**src/rtl/fault_mon_pkg.sv**
```systemverilog
// fault_mon_pkg: shared state encoding, log-flag bit positions and the
// mismatch log record layout for the ALU fault monitor.
// The record fields are sized for the widest supported configuration
// (CNT_W <= REC_CNT_W, DATA_W <= REC_DATA_W); narrower instances zero-extend.
package fault_mon_pkg;

    typedef enum logic [1:0] {
        ST_IDLE      = 2'd0,
        ST_ARMED     = 2'd1,
        ST_DETECTED  = 2'd2,
        ST_SATURATED = 2'd3
    } mon_state_e;

    localparam int FLAG_RES_BIT  = 0;
    localparam int FLAG_ZERO_BIT = 1;

    localparam int REC_CNT_W  = 16;
    localparam int REC_DATA_W = 32;

    typedef struct packed {
        logic [REC_CNT_W-1:0]  cycle;
        logic [REC_DATA_W-1:0] gold;
        logic [REC_DATA_W-1:0] fault;
        logic [1:0]            flags;
    } log_rec_t;

    // Assemble the flags field from the two mismatch causes.
    function automatic logic [1:0] make_flags(input logic res_mis, input logic zero_mis);
        logic [1:0] f;
        f                = 2'b00;
        f[FLAG_RES_BIT]  = res_mis;
        f[FLAG_ZERO_BIT] = zero_mis;
        return f;
    endfunction

endpackage

```
**src/rtl/fault_mon_fifo.sv**
```systemverilog
// fault_mon_fifo: small synchronous FIFO of mismatch log records.
// A push into a full FIFO is still accepted when a pop happens in the same
// cycle; push_ok tells the caller whether the record was taken.
module fault_mon_fifo
    import fault_mon_pkg::*;
#(
    parameter int DEPTH = 4
) (
    input  logic     clk,
    input  logic     rst,
    input  logic     push,
    input  logic     pop,
    input  log_rec_t wr_rec,
    output log_rec_t head_rec,
    output logic     empty,
    output logic     full,
    output logic     push_ok
);

    localparam int AW = (DEPTH > 1) ? $clog2(DEPTH) : 1;
    localparam logic [AW-1:0] PTR_ZERO = {AW{1'b0}};
    localparam logic [AW-1:0] PTR_ONE  = AW'(1);
    localparam logic [AW:0]   CNT_ZERO = {(AW + 1){1'b0}};
    localparam logic [AW:0]   CNT_ONE  = (AW + 1)'(1);
    localparam logic [AW:0]   CNT_FULL = (AW + 1)'(DEPTH);

    log_rec_t      mem_r [DEPTH];
    logic [AW-1:0] wr_ptr_r;
    logic [AW-1:0] rd_ptr_r;
    logic [AW:0]   count_r;
    logic          pop_s;

    assign empty    = (count_r == CNT_ZERO);
    assign full     = (count_r == CNT_FULL);
    assign pop_s    = pop & ~empty;
    assign push_ok  = push & (~full | pop_s);
    assign head_rec = mem_r[rd_ptr_r];

    // Write side: store accepted records; pointer wraps with the power-of-two depth.
    always_ff @(posedge clk) begin
        if (rst) begin
            for (int i = 0; i < DEPTH; i++) begin
                mem_r[i] <= '0;
            end
            wr_ptr_r <= PTR_ZERO;
        end else if (push_ok) begin
            mem_r[wr_ptr_r] <= wr_rec;
            wr_ptr_r        <= wr_ptr_r + PTR_ONE;
        end
    end

    // Read side: advance the head on a pop of a non-empty FIFO.
    always_ff @(posedge clk) begin
        if (rst) begin
            rd_ptr_r <= PTR_ZERO;
        end else if (pop_s) begin
            rd_ptr_r <= rd_ptr_r + PTR_ONE;
        end
    end

    // Occupancy tracking; a simultaneous push and pop leaves it unchanged.
    always_ff @(posedge clk) begin
        if (rst) begin
            count_r <= CNT_ZERO;
        end else begin
            case ({push_ok, pop_s})
                2'b10:   count_r <= count_r + CNT_ONE;
                2'b01:   count_r <= count_r - CNT_ONE;
                default: count_r <= count_r;
            endcase
        end
    end

endmodule

```
**src/rtl/alu_fault_monitor.sv**
```systemverilog
// alu_fault_monitor: aligns the golden ALU sample with the registered faulty
// ALU output, compares them, counts mismatches, keeps sticky status and logs
// mismatch records in a FIFO drained through a valid/ready handshake.
// Optional build macro FAULT_MON_FLAG_CMP_EN also compares the Zero flags.
module alu_fault_monitor
    import fault_mon_pkg::*;
#(
    parameter int DATA_W     = 32,
    parameter int ALIGN_DLY  = 1,
    parameter int FIFO_DEPTH = 4,
    parameter int CNT_W      = 16
) (
    input  logic              clk,
    input  logic              rst,
    input  logic              en,
    input  logic              clear,
    input  logic              in_valid,
    input  logic [DATA_W-1:0] gold_result,
    input  logic              gold_zero,
    input  logic [DATA_W-1:0] fault_result,
    input  logic              fault_zero,
    output logic              log_valid,
    input  logic              log_ready,
    output logic [CNT_W-1:0]  log_cycle,
    output logic [DATA_W-1:0] log_gold,
    output logic [DATA_W-1:0] log_fault,
    output logic [1:0]        log_flags,
    output logic [CNT_W-1:0]  sample_count,
    output logic [CNT_W-1:0]  mismatch_count,
    output logic [CNT_W-1:0]  first_fault_cycle,
    output logic              fault_detected,
    output logic              overflow,
    output logic [1:0]        state
);

    localparam int              PIPE_W   = DATA_W + 2;
    localparam logic [CNT_W-1:0] CNT_ZERO = {CNT_W{1'b0}};
    localparam logic [CNT_W-1:0] CNT_ONE  = CNT_W'(1);
    localparam logic [CNT_W-1:0] CNT_MAX  = {CNT_W{1'b1}};

    logic              srst_s;
    logic              aligned_valid_s;
    logic              aligned_zero_s;
    logic [DATA_W-1:0] aligned_gold_s;
    logic              q_s;
    logic              res_mis_s;
    logic              zero_mis_s;
    logic              mism_s;
    logic              push_s;
    logic              pop_s;
    logic              push_ok_s;
    logic              fifo_empty_s;
    logic              fifo_full_s;
    logic [CNT_W-1:0]  mcnt_next_s;
    mon_state_e        state_next_s;
    log_rec_t          wr_rec_s;
    log_rec_t          head_s;

    mon_state_e        state_r;
    logic [CNT_W-1:0]  sample_count_r;
    logic [CNT_W-1:0]  mismatch_count_r;
    logic [CNT_W-1:0]  first_fault_cycle_r;
    logic              fault_detected_r;
    logic              overflow_r;

    assign srst_s = rst | clear;

    generate
        if (ALIGN_DLY == 0) begin : g_no_align
            assign aligned_valid_s = in_valid;
            assign aligned_zero_s  = gold_zero;
            assign aligned_gold_s  = gold_result;
        end else begin : g_align
            logic [PIPE_W-1:0] pipe_r [ALIGN_DLY];

            // Delay the golden sample so it meets the registered faulty result.
            always_ff @(posedge clk) begin
                if (srst_s) begin
                    for (int i = 0; i < ALIGN_DLY; i++) begin
                        pipe_r[i] <= {PIPE_W{1'b0}};
                    end
                end else begin
                    pipe_r[0] <= {in_valid, gold_zero, gold_result};
                    for (int i = 1; i < ALIGN_DLY; i++) begin
                        pipe_r[i] <= pipe_r[i-1];
                    end
                end
            end

            assign {aligned_valid_s, aligned_zero_s, aligned_gold_s} = pipe_r[ALIGN_DLY-1];
        end
    endgenerate

`ifdef FAULT_MON_FLAG_CMP_EN
    assign zero_mis_s = q_s & (aligned_zero_s != fault_zero);
`else
    // Zero flags are not compared in this build; keep the ports connected.
    logic unused_zero_s;
    assign unused_zero_s = aligned_zero_s ^ fault_zero;
    assign zero_mis_s    = 1'b0;
`endif

    // Qualified compare of the aligned golden sample against the faulty result.
    always_comb begin
        q_s       = aligned_valid_s & en;
        res_mis_s = q_s & (aligned_gold_s != fault_result);
        mism_s    = res_mis_s | zero_mis_s;
        push_s    = mism_s & (state_r != ST_SATURATED);
        pop_s     = ~fifo_empty_s & log_ready;
        if (mismatch_count_r == CNT_MAX) begin
            mcnt_next_s = mismatch_count_r;
        end else begin
            mcnt_next_s = mismatch_count_r + CNT_ONE;
        end
        wr_rec_s.cycle = REC_CNT_W'(sample_count_r);
        wr_rec_s.gold  = REC_DATA_W'(aligned_gold_s);
        wr_rec_s.fault = REC_DATA_W'(fault_result);
        wr_rec_s.flags = make_flags(res_mis_s, zero_mis_s);
    end

    // Next-state logic; a disabled monitor holds its state.
    always_comb begin
        state_next_s = state_r;
        if (en) begin
            case (state_r)
                ST_IDLE: begin
                    if (mism_s) state_next_s = ST_DETECTED;
                    else        state_next_s = ST_ARMED;
                end
                ST_ARMED: begin
                    if (mism_s) state_next_s = ST_DETECTED;
                    else        state_next_s = ST_ARMED;
                end
                ST_DETECTED: begin
                    if (mism_s && (mcnt_next_s == CNT_MAX)) state_next_s = ST_SATURATED;
                    else                                    state_next_s = ST_DETECTED;
                end
                ST_SATURATED: state_next_s = ST_SATURATED;
                default:      state_next_s = ST_IDLE;
            endcase
        end else begin
            state_next_s = state_r;
        end
    end

    // Counters, sticky status and FSM register; pre-increment sample index is logged.
    always_ff @(posedge clk) begin
        if (srst_s) begin
            state_r             <= ST_IDLE;
            sample_count_r      <= CNT_ZERO;
            mismatch_count_r    <= CNT_ZERO;
            first_fault_cycle_r <= CNT_ZERO;
            fault_detected_r    <= 1'b0;
            overflow_r          <= 1'b0;
        end else begin
            state_r <= state_next_s;
            if (q_s && (sample_count_r != CNT_MAX)) begin
                sample_count_r <= sample_count_r + CNT_ONE;
            end
            if (mism_s) begin
                mismatch_count_r <= mcnt_next_s;
                fault_detected_r <= 1'b1;
                if (!fault_detected_r) begin
                    first_fault_cycle_r <= sample_count_r;
                end
            end
            if (push_s && !push_ok_s) begin
                overflow_r <= 1'b1;
            end
        end
    end

    fault_mon_fifo #(
        .DEPTH (FIFO_DEPTH)
    ) u_fifo (
        .clk      (clk),
        .rst      (srst_s),
        .push     (push_s),
        .pop      (pop_s),
        .wr_rec   (wr_rec_s),
        .head_rec (head_s),
        .empty    (fifo_empty_s),
        .full     (fifo_full_s),
        .push_ok  (push_ok_s)
    );

    assign log_valid         = ~fifo_empty_s;
    assign log_cycle         = head_s.cycle[CNT_W-1:0];
    assign log_gold          = head_s.gold[DATA_W-1:0];
    assign log_fault         = head_s.fault[DATA_W-1:0];
    assign log_flags         = head_s.flags;
    assign sample_count      = sample_count_r;
    assign mismatch_count    = mismatch_count_r;
    assign first_fault_cycle = first_fault_cycle_r;
    assign fault_detected    = fault_detected_r;
    assign overflow          = overflow_r;
    assign state             = state_r;

endmodule

```
**config.mk**
```make
export PLATFORM = sky130hd
export DESIGN_NAME = alu_fault_monitor
export DESIGN_NICKNAME = d
export VERILOG_FILES = /design/src/rtl/fault_mon_pkg.sv /design/src/rtl/fault_mon_fifo.sv /design/src/rtl/alu_fault_monitor.sv
export SDC_FILE = /design/constraint.sdc
export NUM_CORES = 1
export LEC_CHECK = 0
export ABC_AREA = 1
export BUFFER_PORTS_ARGS = -buffer_cell sky130_fd_sc_hd__buf_2
export CORE_MARGIN = 2
export CORE_UTILIZATION = 45
export CTS_CLUSTER_DIAMETER = 200
export DETAILED_ROUTE_END_ITERATION = 12
export SLEW_MARGIN = 20
export SYNTH_ARGS = -nofsm -noshare
export SYNTH_HDL_FRONTEND = slang
export SYNTH_SLANG_ARGS = --single-unit
```
**constraint.sdc**
```tcl
create_clock -name clk -period 8 [get_ports clk]
set_clock_uncertainty 0.05 [all_clocks]
set_input_delay 2 -clock clk [delete_from_list [all_inputs] [get_ports clk]]
set_output_delay 2 -clock clk [all_outputs]
set_load 0.01 [all_outputs]
```
# [After elaboration in Yosys (flattened, before gate mapping)]
# Memory sizes are Yosys's and may differ from the RTL's. A register that Yosys moved wholly into a read port is not among the register bits.
# Cells that the tools add are included.
[word_totals] ramBits=358 n_memories=2 reg_bits=59 inputBits=72 wordCells=68 output_inout_bits=135
[op_classes] bitwise=11 n_reduce_logical=11 n_eq_ne=11 addsub=6 mux=18
[mem_list] memory="u_fifo.mem_r" words=4 width=81 read_ports=1 rd_ports_with_merged_regs=1 wr=4 line_no="fault_mon_fifo.sv:27" source="log_rec_t mem_r [DEPTH];"
[mem_list] memory="g_align.pipe_r" words=1 width=34 read_ports=1 rd_ports_with_merged_regs=0 wr=1 line_no="alu_fault_monitor.sv:74" source="logic [PIPE_W-1:0] pipe_r [ALIGN_DLY];"
[op_table] cell="two-way mux 81 bit" count=1
[op_table] cell="OR reduction 81 bit" count=1
[op_table] cell="two-way mux 34 bit" count=1
[op_table] cell="OR reduction 34 bit" count=1
[op_table] cell="adder 16 x 1 -> 16 bit, second input constant" count=2
[op_table] cell="equality test 16 bit, second input constant" count=2
[op_table] cell="!= test 32 bit" count=1
[op_table] cell="two-way mux 16 bit" count=1
[op_table] cell="!= test 16 bit, second input constant" count=1
[op_table] cell="two-way mux 1 bit" count=9
[op_table] cell="two-way mux 2 bit" count=4
[op_table] cell="bitwise AND 1 bit" count=6
[op_table] cell="equality test 2 bit, second input constant" count=3
[op_table] cell="case mux 2 bit (3 select lines)" count=1
[op_table] cell="case mux 3 bit (2 select lines)" count=1
[op_table] cell="adder 2 x 1 -> 2 bit, second input constant" count=2
[op_table] cell="equality test 2 x 1 -> 1 bit, second input constant" count=2
[op_table] cell="adder 3 x 1 -> 3 bit, second input constant" count=1
[op_table] cell="equality test 3 bit, second input constant" count=1
[op_table] cell="logical AND 1 bit" count=3
[op_table] cell="zero test 3 bit" count=1
[op_table] cell="inverter 1 bit" count=3
[op_table] cell="subtractor 3 x 1 -> 3 bit, second input constant" count=1
[op_table] cell="zero test 2 bit" count=1
[op_table] cell="6 further kinds" count=7

# [Depth between registers and ports, before layout]
# Gate-level depths: netlist (run 1).
[depth] word_depth=11 depth_mapped=16

# [By module]
# Synthesis (run 1) repeated with hierarchy kept, for this count alone.
[unflattened] hier_cells=1873 hier_area_um2=19198.4
[modules_own_cells] module="fault_mon_fifo" area_each_um2=15198.3 seq_area_each_um2=10029.6 instances=1 cells_per_inst=1316
[modules_own_cells] module="alu_fault_monitor" area_each_um2=4000.1 seq_area_each_um2=1701.6 instances=1 cells_per_inst=557

# [Worst setup path after synthesis (run 1)]
# No wires, ideal clock.
[synth_path] path_kind="input port to flip-flop" startpoint="input fault_result[1]" endpoint="memory u_fifo.mem_r[1][0] (netlist name) (enable)" required_time_ns=7.508 arrival_time_ns=5.007 setup_slack_ns=2.502 cell_stages=16 setup_ns=0.442 path_buffers=2 cell_sequence="inv_1 nand2_1 nand2_1 nand2_1 nor2_1 nand2_1 nor2_1 nand2_1 nand3_2 nor2_4 nand2_4 nor2_2 nand2_1 buf_2 buf_4 nand2_1"
[synth_rtl] element="start, declared" line_no="alu_fault_monitor.sv:20" source="input logic [DATA_W-1:0] fault_result,"
[synth_rtl] element="end, declared" line_no="fault_mon_fifo.sv:27"

==> results_dict.tcl, run 1 <==
set metrics [dict create \
    finalCritPeriodShare_pct 67.9 \
    h-tree-depth 2 \
    die_w_um 203 \
    clock_sinks 418 \
    cts-buffers-inserted 45 \
    fin_ws_ns 2.57 \
    netlist_instances 1814 \
    clockBufferDepth 3 \
    p_int_w 0.00365 \
    netlist.top_cell.by_area "edfxtp_1" \
    period_minus_slack_ns 5.43 \
    switchingPower_w 0.00104 \
    synth-edff-count 324 \
    fp.dieH_um 203 \
    worst_skew_pair.late_latency_ns 0.57 \
    wl_per_cell_um 18.5 \
    drc 0 \
    power_density_nw_per_um2 227 \
    clkPwrFrac_pct 43.1 \
    dpl_cell_area_um2 19200 \
    multiInputGateArea_um2 5200 \
    end_kind "flop" \
    yosys-top-cells-area "edfxtp_1 (55%), nor2_1 (12%), dfxtp_1 (11%), o21ai_0 (5.5%), nand2_1 (3.0%)" \
    seq_area_um2 11600 \
    synth_area_um2 17800 \
    finalHoldViolCount 0 \
    worstSetupPathType "in2reg" \
    ys.flop_type "edfxtp_1" \
    worstPathRequired_ns 8.20 \
    gp_congestion 0.819 \
    hold_class "reg2reg" \
    status "complete, no violations" \
    tns_ns 0 \
    numPortBuffers 203 \
    ys_seq_area_share_pct 65.4 \
    crit_arrival_ns 5.63 \
    grt_max_degree 93 \
    reg2reg_slack_ns 3.75 \
    r2r-end "u_fifo.mem_r[1][43]" \
    syn_area_per_cell_um2 9.79 \
    post-cts-setup-buffers 0 \
    dp_slack_ns 1.91 \
    maxSlewHeadroom_pct 27.9 \
    grt_usage_pct 22.8 \
    dr.pass1.iters 7 \
    p_seq_share_pct 52.1 \
    min_from "u_fifo.rd_ptr_r[1]" \
    n_antenna_cell 0 \
    area_growth_pct 16.2 \
    io_pins 207 \
    grt_first_pass_wirelength_um 72900 \
    final_nets 2054 \
    ant_nets 0 \
    cts_resized 0 \
    tightest_slew_ns 1.08 \
    path_max_fanout 57 \
    via_per_inst 5.28 \
    max_freq_ghz 0.184 \
    synth_cell_types 36 \
    dieArea_um2 41100 \
    critPathLaunchType "primary input" \
    rsz0062_at_grt "no" \
    vias 13367 \
    switching_share_pct 22.2 \
    power_frac_comb_pct 4.8 \
    antenna_found_initial 1 \
    cts_root_buf "clkbuf_16" \
    dp_hpwl_um 26200 \
    synth_fp_nets 1889 \
    final_cell_count_no_fill 2533 \
    finalSetupViolations 0 \
    cp-startpoint "fault_result[14]" \
    hold_depth 2 \
    leakagePower_nw 8.53 \
    yosys-top-cells-count "nor2_1 (558), edfxtp_1 (324), o21ai_0 (196)" \
    r2r_cells 15 \
    wirelength_um 46800 \
    power_w 0.00469 \
    synth_most_common_cell "nor2_1" \
    reg2reg_from "g_align.pipe_r[0][17]" \
    final_cell_area_um2 20600 \
    ys_ff_latch 418 \
    ir_drop_mv 0.134 \
    fillers 3633 \
    drtIter0Drc 914 \
    rows 72 \
    dpl.cell_count 2450 \
    synth-warning-count 0 \
    overflow 0 \
    synth_top_cell_area_share_pct 54.8 \
    holdBufCountCts 0 \
    path_clk_slew_ns 0.06 \
    drive_gt1_share_pct 17.1 \
    synthArstFlopShare_pct 0 \
    coreArea_um2 38800 \
    drv_cap 0 \
    final_max_slew_viol_count 0 \
    tritoncts "done" \
    grt_pass1_vias 13384 \
    initial_utilization_pct 45.7 \
]
how the worst max path moves through the flow:
stage | end | slack (ns) | cells after the start
after floorplan | u_fifo.mem_r[1][0] | 2.50 | 16
after global placement | u_fifo.mem_r[1][6] | 2.00 | 14
after detailed placement | u_fifo.mem_r[1][6] | 1.91 | 15
after CTS | u_fifo.mem_r[1][38] | 2.52 | 15
after global routing | u_fifo.mem_r[1][38] | 2.34 | 16
final | u_fifo.mem_r[1][43] | 2.57 | 15
cell families (layout without fill, tap and decap cells):
group	Yosys count	after routing	synth area share, %
AND/OR/NAND/NOR	768	768	17.0
AO/OA/AOI/OAI	333	333	10.1
flip-flops	418	418	65.4
XOR/XNOR	33	33	1.63
other	1	1	0.0211
adder cells (fa/ha/maj)	3	3	0.254
buffers and inverters	258	459	5.67
area by class of cell:
class	count	area share, %
multi-input combinational	1138	25.2
inverter	154	2.82
timing repair buffer	222	5.61
tap	518	3.14
sequential	418	56.3
clock inverter	22	0.873
clock buffer	61	6.06
cell usage in the layout (no fill, tap or decap), types with 2 or more instances in the layout:
cell type  synthesis  routed
nor4_1             2       2
bufinv_16          0       2
a21oi_1           43      43
dfxtp_1           94      92
nand4_1            5       5
ha_1               2       2
nor3_1             9       9
nand2_4            1       5
xor2_1            11      11
nor2_1           558     557
xnor2_1           22      22
buf_2             25     203
clkbuf_8           0       4
inv_1            124     122
clkinv_2           0      15
buf_4              2      19
edfxtp_1         324     324
inv_2             28      29
nand2_1          140     135
inv_6              0       2
a211oi_1           2       2
nand3_1           44      43
clkinv_1           2       3
clkbuf_16          0      46
clkbuf_2           0       3
nor2_2             3       4
o22ai_1           81      81
a31oi_1            8       8
clkbuf_1          76       8
o21ai_0          196     196
registers in the layout (all words and copies together) (netlist names), named ones only:
| name | flops |
|---|---|
| first_fault_cycle | 16 |
| mismatch_count | 16 |
| state | 2 |
| u_fifo.wr_ptr_r | 2 |
| u_fifo.count_r | 3 |
| u_fifo.rd_ptr_r | 2 |
| overflow | 1 |
| fault_detected | 1 |
| u_fifo.mem_r | 324 |
| g_align.pipe_r | 33 |
| sample_count | 16 |
worst max-delay path: stages:
cell	delay [ns]
buf_2	0.11
inv_2	0.09
nand2_1	0.06
nand4_1	0.11
nor2_1	0.08
nand2_1	0.09
nor2_1	0.06
nand2_1	0.17
nand3_2	0.17
nor2_4	0.18
nand2_4	0.33
nor2_2	0.36
nand2_4	0.43
nand2_4	0.91
buf_4	0.40
per-layer routing:
layer  track usage [%]  share of wire (%)  vias to the layer above
met5                 0              0.028                        -
met4              6.00                1.9                        2
met3              4.19                5.8                       63
met2              40.2                 50                      357
met1              28.8                 43                     6545
li1                  -                  -                     6400
power groups by stage:
| stage | clock [W] | combinational, W | sequential, W |
|---|---|---|---|
| 3_5_place_dp | 0 | 0.000230 | 0.00249 |
| 4_1_cts | 0.00206 | 0.000231 | 0.00245 |
| 3_3_place_gp | 0 | 0.000228 | 0.00249 |
| 5_1_grt | 0.00214 | 0.000251 | 0.00245 |
| 2_1_floorplan | 0 | 0.000126 | 0.00249 |
| 6_report | 0.00202 | 0.000226 | 0.00245 |
metrics by stage:
step	hold WS (ns)	utilization, %
finish	0.410	53.2
global route	0.434	53.2
CTS	0.413	53.1
detailed placement	0.401	49.5
global placement	0.396	49.5
floorplan	0.386	-
(Power assumes the default switching activity.)
==> run 2, diff against run 1 <==
PLACE_DENSITY = 0.67   (was default)
clock period = 4.9 ns   (was 8 ns; I/O delays follow)
==> results_dict.tcl, run 2 (synthesized netlist as in run 1, its figures left out) <==
set metrics [dict create \
    fillers 3461 \
    antenna_found_initial 0 \
    tns_ns 0 \
    path_cells "buf_4 > o21ai_0 > o22ai_1 > buf_2" \
    clockBufferDepth 3 \
    crit_family "buffers and inverters" \
    end_kind "primary output" \
    hold_depth 2 \
    wl_per_cell_um 18.2 \
    power_density_nw_per_um2 375 \
    final_cell_mix "nor2_1 (557), edfxtp_1 (324), buf_2 (203)" \
    grt_max_degree 83 \
    power_w 0.00782 \
    drive_gt1_share_pct 17.0 \
    finalCritPeriodShare_pct 76.9 \
    cts-buffers-inserted 44 \
    finalSetupViolations 0 \
    p_seq_share_pct 51.0 \
    power_frac_comb_pct 4.9 \
    numPortBuffers 203 \
    hold_class "reg2reg" \
    p_int_w 0.00614 \
    top_register "u_fifo.mem_r" \
    final_max_slew_viol_count 0 \
    worstPathRequired_ns 3.62 \
    period_minus_slack_ns 3.77 \
    crit_cells 4 \
    clock_sinks 418 \
    cpMaxStageDelayCell "buf_4" \
    ir_drop_mv 0.251 \
    finalHoldViolCount 0 \
    largest_reg_flops 324 \
    grt_first_pass_wirelength_um 72100 \
    drtIter0Drc 901 \
    dpl.cell_count 2454 \
    cp_num_buf_inv 2 \
    initial_utilization_pct 45.7 \
    cts_root_buf "clkbuf_16" \
    final_nets 2057 \
    reg_top3 "u_fifo.mem_r: 324 flops, g_align.pipe_r: 33 flops" \
    max_stage_delay_ns 0.76 \
    io_pins 207 \
    die_w_um 203 \
    leakagePower_nw 8.63 \
    h-tree-depth 2 \
    critPathLaunchType "flop" \
    max_freq_ghz 0.265 \
    ant_nets 0 \
    drc 0 \
    r2r_cells 16 \
    crit_arrival_ns 2.50 \
    worstSetupPathType "reg2out" \
    clkPwrFrac_pct 44.1 \
    grt_pass1_vias 13295 \
    worst_skew_pair.late_latency_ns 0.58 \
    drv_cap 0 \
    tightest_slew_ns 1.01 \
    n_antenna_cell 0 \
    status "complete, no violations" \
    rows 72 \
    wirelength_um 46100 \
    overflow 0 \
    area_growth_pct 17.5 \
    switchingPower_w 0.00168 \
    path_max_fanout 81 \
    holdBufCountCts 0 \
    dr.pass1.iters 5 \
    maxSlewHeadroom_pct 32.9 \
    coreArea_um2 38800 \
    fp.dieH_um 203 \
    post-cts-setup-buffers 0 \
    gp_congestion 0.875 \
    switching_share_pct 21.5 \
    final_cell_count_no_fill 2535 \
    via_per_inst 5.33 \
    tritoncts "done" \
    rsz0062_at_grt "no" \
    dieArea_um2 41100 \
    vias 13516 \
    final_common_cell "nor2_1" \
    dp_hpwl_um 26000 \
    path_clk_slew_ns 0.06 \
    cts_resized 0 \
    grt_usage_pct 22.4 \
]
[run 2: cell count changes in the layout (fill, tap and decap cells not counted), sizes merged]
cell / delta
clkinv: -9
buf: +4
clkbuf: +3
bufinv: +2
clkinvlp: +1
inv: +1
[run 2: final timing paths]
kind / end / start / slack (ns)
setup / recovery: log_cycle[4] / flop / 1.13
hold / removal: flop / u_fifo.rd_ptr_r[1] / 0.41
setup reg to reg: u_fifo.mem_r[3][2] / g_align.pipe_r[0][19] / 1.98
hold reg to reg: flop / u_fifo.rd_ptr_r[1] / 0.41
[run 2: metal layers]
| metal | part of all wire (%) | up-vias | track usage, % |
|---|---|---|---|
| met5 | 0 | - | 0 |
| met1 | 42 | 6631 | 29.7 |
| met2 | 48 | 411 | 37.7 |
| met3 | 7.1 | 58 | 4.11 |
| met4 | 2.0 | 0 | 6.88 |
| li1 | - | 6416 | - |
[run 2: power groups by stage]
stage | sequential [W] | clock, W | combinational (W)
3_3_place_gp | 0.00406 | 0 | 0.000385
4_1_cts | 0.00399 | 0.00351 | 0.000391
5_1_grt | 0.00400 | 0.00365 | 0.000426
6_report | 0.00399 | 0.00345 | 0.000385
2_1_floorplan | 0.00406 | 0 | 0.000206
3_5_place_dp | 0.00406 | 0 | 0.000389
[run 2: cell type report]
| cell class | count | area [um2] | share of cell area (%) |
|---|---|---|---|
| tap | 518 | 648 | 3.10 |
| clock buffer | 64 | 1310 | 6.29 |
| timing repair buffer | 226 | 1330 | 6.35 |
| multi-input combinational | 1138 | 5200 | 24.9 |
| clock inverter | 17 | 195 | 0.935 |
| inverter | 154 | 582 | 2.79 |
| sequential | 418 | 11600 | 55.6 |
[run 2: metrics by stage]
stage	cell area [um2]	util (%)	hold WS, ns	setup WS, ns
after floorplan	17800	-	0.386	0.177
after global placement	19400	49.9	0.389	0.933
after detailed placement	19400	49.9	0.398	0.918
after CTS	20900	53.8	0.409	1.14
after global routing	20900	53.8	0.431	1.04
final	20900	53.8	0.412	1.13
[run 2: worst register-to-register path, delay by kind of cell, from the launching register on]
| family | cells | cell delay, ns |
|---|---|---|
| AND/OR/NAND/NOR | 12 | 1.31 |
| buffers and inverters | 4 | 0.92 |
| flip-flops | 1 | 0.35 |
==> run 3, diff against run 2 <==
clock period = 3.4 ns   (was 4.9 ns; I/O delays follow)
==> results_dict.tcl, run 3 (synthesized netlist as in run 1, its figures left out) <==
set metrics [dict create \
    status "complete, no violations" \
    finalHoldViolCount 0 \
    final_cell_mix "nor2_1 (557), edfxtp_1 (324), buf_2 (203)" \
    rsz0062_at_grt "no" \
    grt_max_degree 163 \
    drive_gt1_share_pct 17.5 \
    reg2reg_slack_ns 0.69 \
    drtIter0Drc 894 \
    min_from "u_fifo.rd_ptr_r[1]" \
    clock_sinks 418 \
    holdBufCountCts 0 \
    n_antenna_cell 0 \
    fp.dieH_um 203 \
    antenna_found_initial 0 \
    tightest_slew_ns 0.743 \
    top_register "u_fifo.mem_r" \
    finalSetupViolations 0 \
    maxSlewHeadroom_pct 50.5 \
    post-cts-setup-buffers 0 \
    fin_util_pct 54.1 \
    io_pins 207 \
    max_freq_ghz 0.320 \
    overflow 0 \
    worstPathRequired_ns 2.50 \
    power_density_nw_per_um2 516 \
    largest_reg_flops 324 \
    reg2reg_from "g_align.pipe_r[0][17]" \
    dr.pass1.iters 5 \
    r2r_cells 16 \
    period_minus_slack_ns 3.13 \
    h-tree-depth 2 \
    dp_slack_ns 0.0275 \
    reg_top3 "u_fifo.mem_r: 324 flops, g_align.pipe_r: 33 flops" \
    r2r-end "u_fifo.mem_r[3][32]" \
    crit_arrival_ns 2.23 \
    area_growth_pct 18.2 \
    end_kind "primary output" \
    numPortBuffers 203 \
    dp_hpwl_um 27000 \
    path_clk_slew_ns 0.06 \
    path_max_fanout 162 \
    worst_skew_pair.late_latency_ns 0.57 \
    hold_class "reg2reg" \
    grt_first_pass_wirelength_um 70900 \
    critPathLaunchType "flop" \
    final_max_slew_viol_count 0 \
    ir_drop_mv 0.350 \
    whs_ns 0.408 \
    gp_congestion 0.842 \
    cts-buffers-inserted 44 \
    leakagePower_nw 8.68 \
    fin_ws_ns 0.272 \
    clockBufferDepth 3 \
    drv_cap 0 \
    via_per_inst 5.24 \
    final_nets 2071 \
    die_w_um 203 \
    cts_resized 0 \
    final_common_cell "nor2_1" \
    wirelength_um 45200 \
    tritoncts "done" \
    dieArea_um2 41100 \
    finalCritPeriodShare_pct 92.0 \
    drc 0 \
    worstSetupPathType "reg2out" \
    rows 72 \
    ant_nets 0 \
    grt_usage_pct 22.1 \
    grt_pass1_vias 13115 \
    initial_utilization_pct 45.7 \
    hold_depth 2 \
    vias 13374 \
    wl_per_cell_um 17.7 \
    coreArea_um2 38800 \
    cts_root_buf "clkbuf_16" \
]
-- run 3: worst max-delay path, cell delays in order, from the launching register on --
cell and delay (ns):
dfxtp_4 0.37, buf_12 0.50, o21ai_0 0.19, o22ai_1 0.29, buf_2 0.19
-- run 3: layout make-up --
type	count	area [um2]
timing repair buffer	240	1570
clock buffer	66	1270
sequential	418	11600
tap	518	648
inverter	154	597
multi-input combinational	1138	5210
clock inverter	16	82.6
fill	3404	17800
-- run 3: worst max path at each step --
stage / from / endpoint / slack (ns)
finish: flop / log_gold[26] / 0.27
global route: flop / log_gold[26] / 0.12
CTS: flop / log_cycle[2] / 0.21
detailed placement: fault_result[28] / u_fifo.mem_r[3][63] / 0.03
global placement: fault_result[28] / u_fifo.mem_r[3][63] / 0.06
floorplan: fault_result[13] / u_fifo.mem_r[3][0] / -0.06
-- run 3: per-stage QoR --
stage / power, W / instances / TNS (ns) / instance area, um2
6_report: 0.0108 / 2550 / 0 / 21000
5_1_grt: 0.0112 / 2550 / 0 / 21000
4_1_cts: 0.0109 / 2550 / 0 / 21000
3_5_place_dp: 0.00644 / 2468 / 0 / 19600
3_3_place_gp: 0.00642 / 2468 / 0 / 19600
2_1_floorplan: 0.00614 / 1814 / -5.06 / 17800
-- run 3: per-layer routing --
metal / share of wire (%) / GRT usage [%] / vias to the layer above
met2: 49 / 37.5 / 428
met3: 6.8 / 4.45 / 59
li1: - / - / 6447
met1: 42 / 29.0 / 6440
met4: 2.0 / 5.76 / 0
met5: 0 / 0 / -
-- run 3: where the power goes --
| group | total, W | internal [W] | switching (W) | leakage, nW |
|---|---|---|---|---|
| Clock | 0.00451 | 0.00258 | 0.00193 | 0.669 |
| Combinational | 0.000573 | 0.000190 | 0.000382 | 3.64 |
| Sequential | 0.00575 | 0.00569 | 0.0000630 | 4.37 |
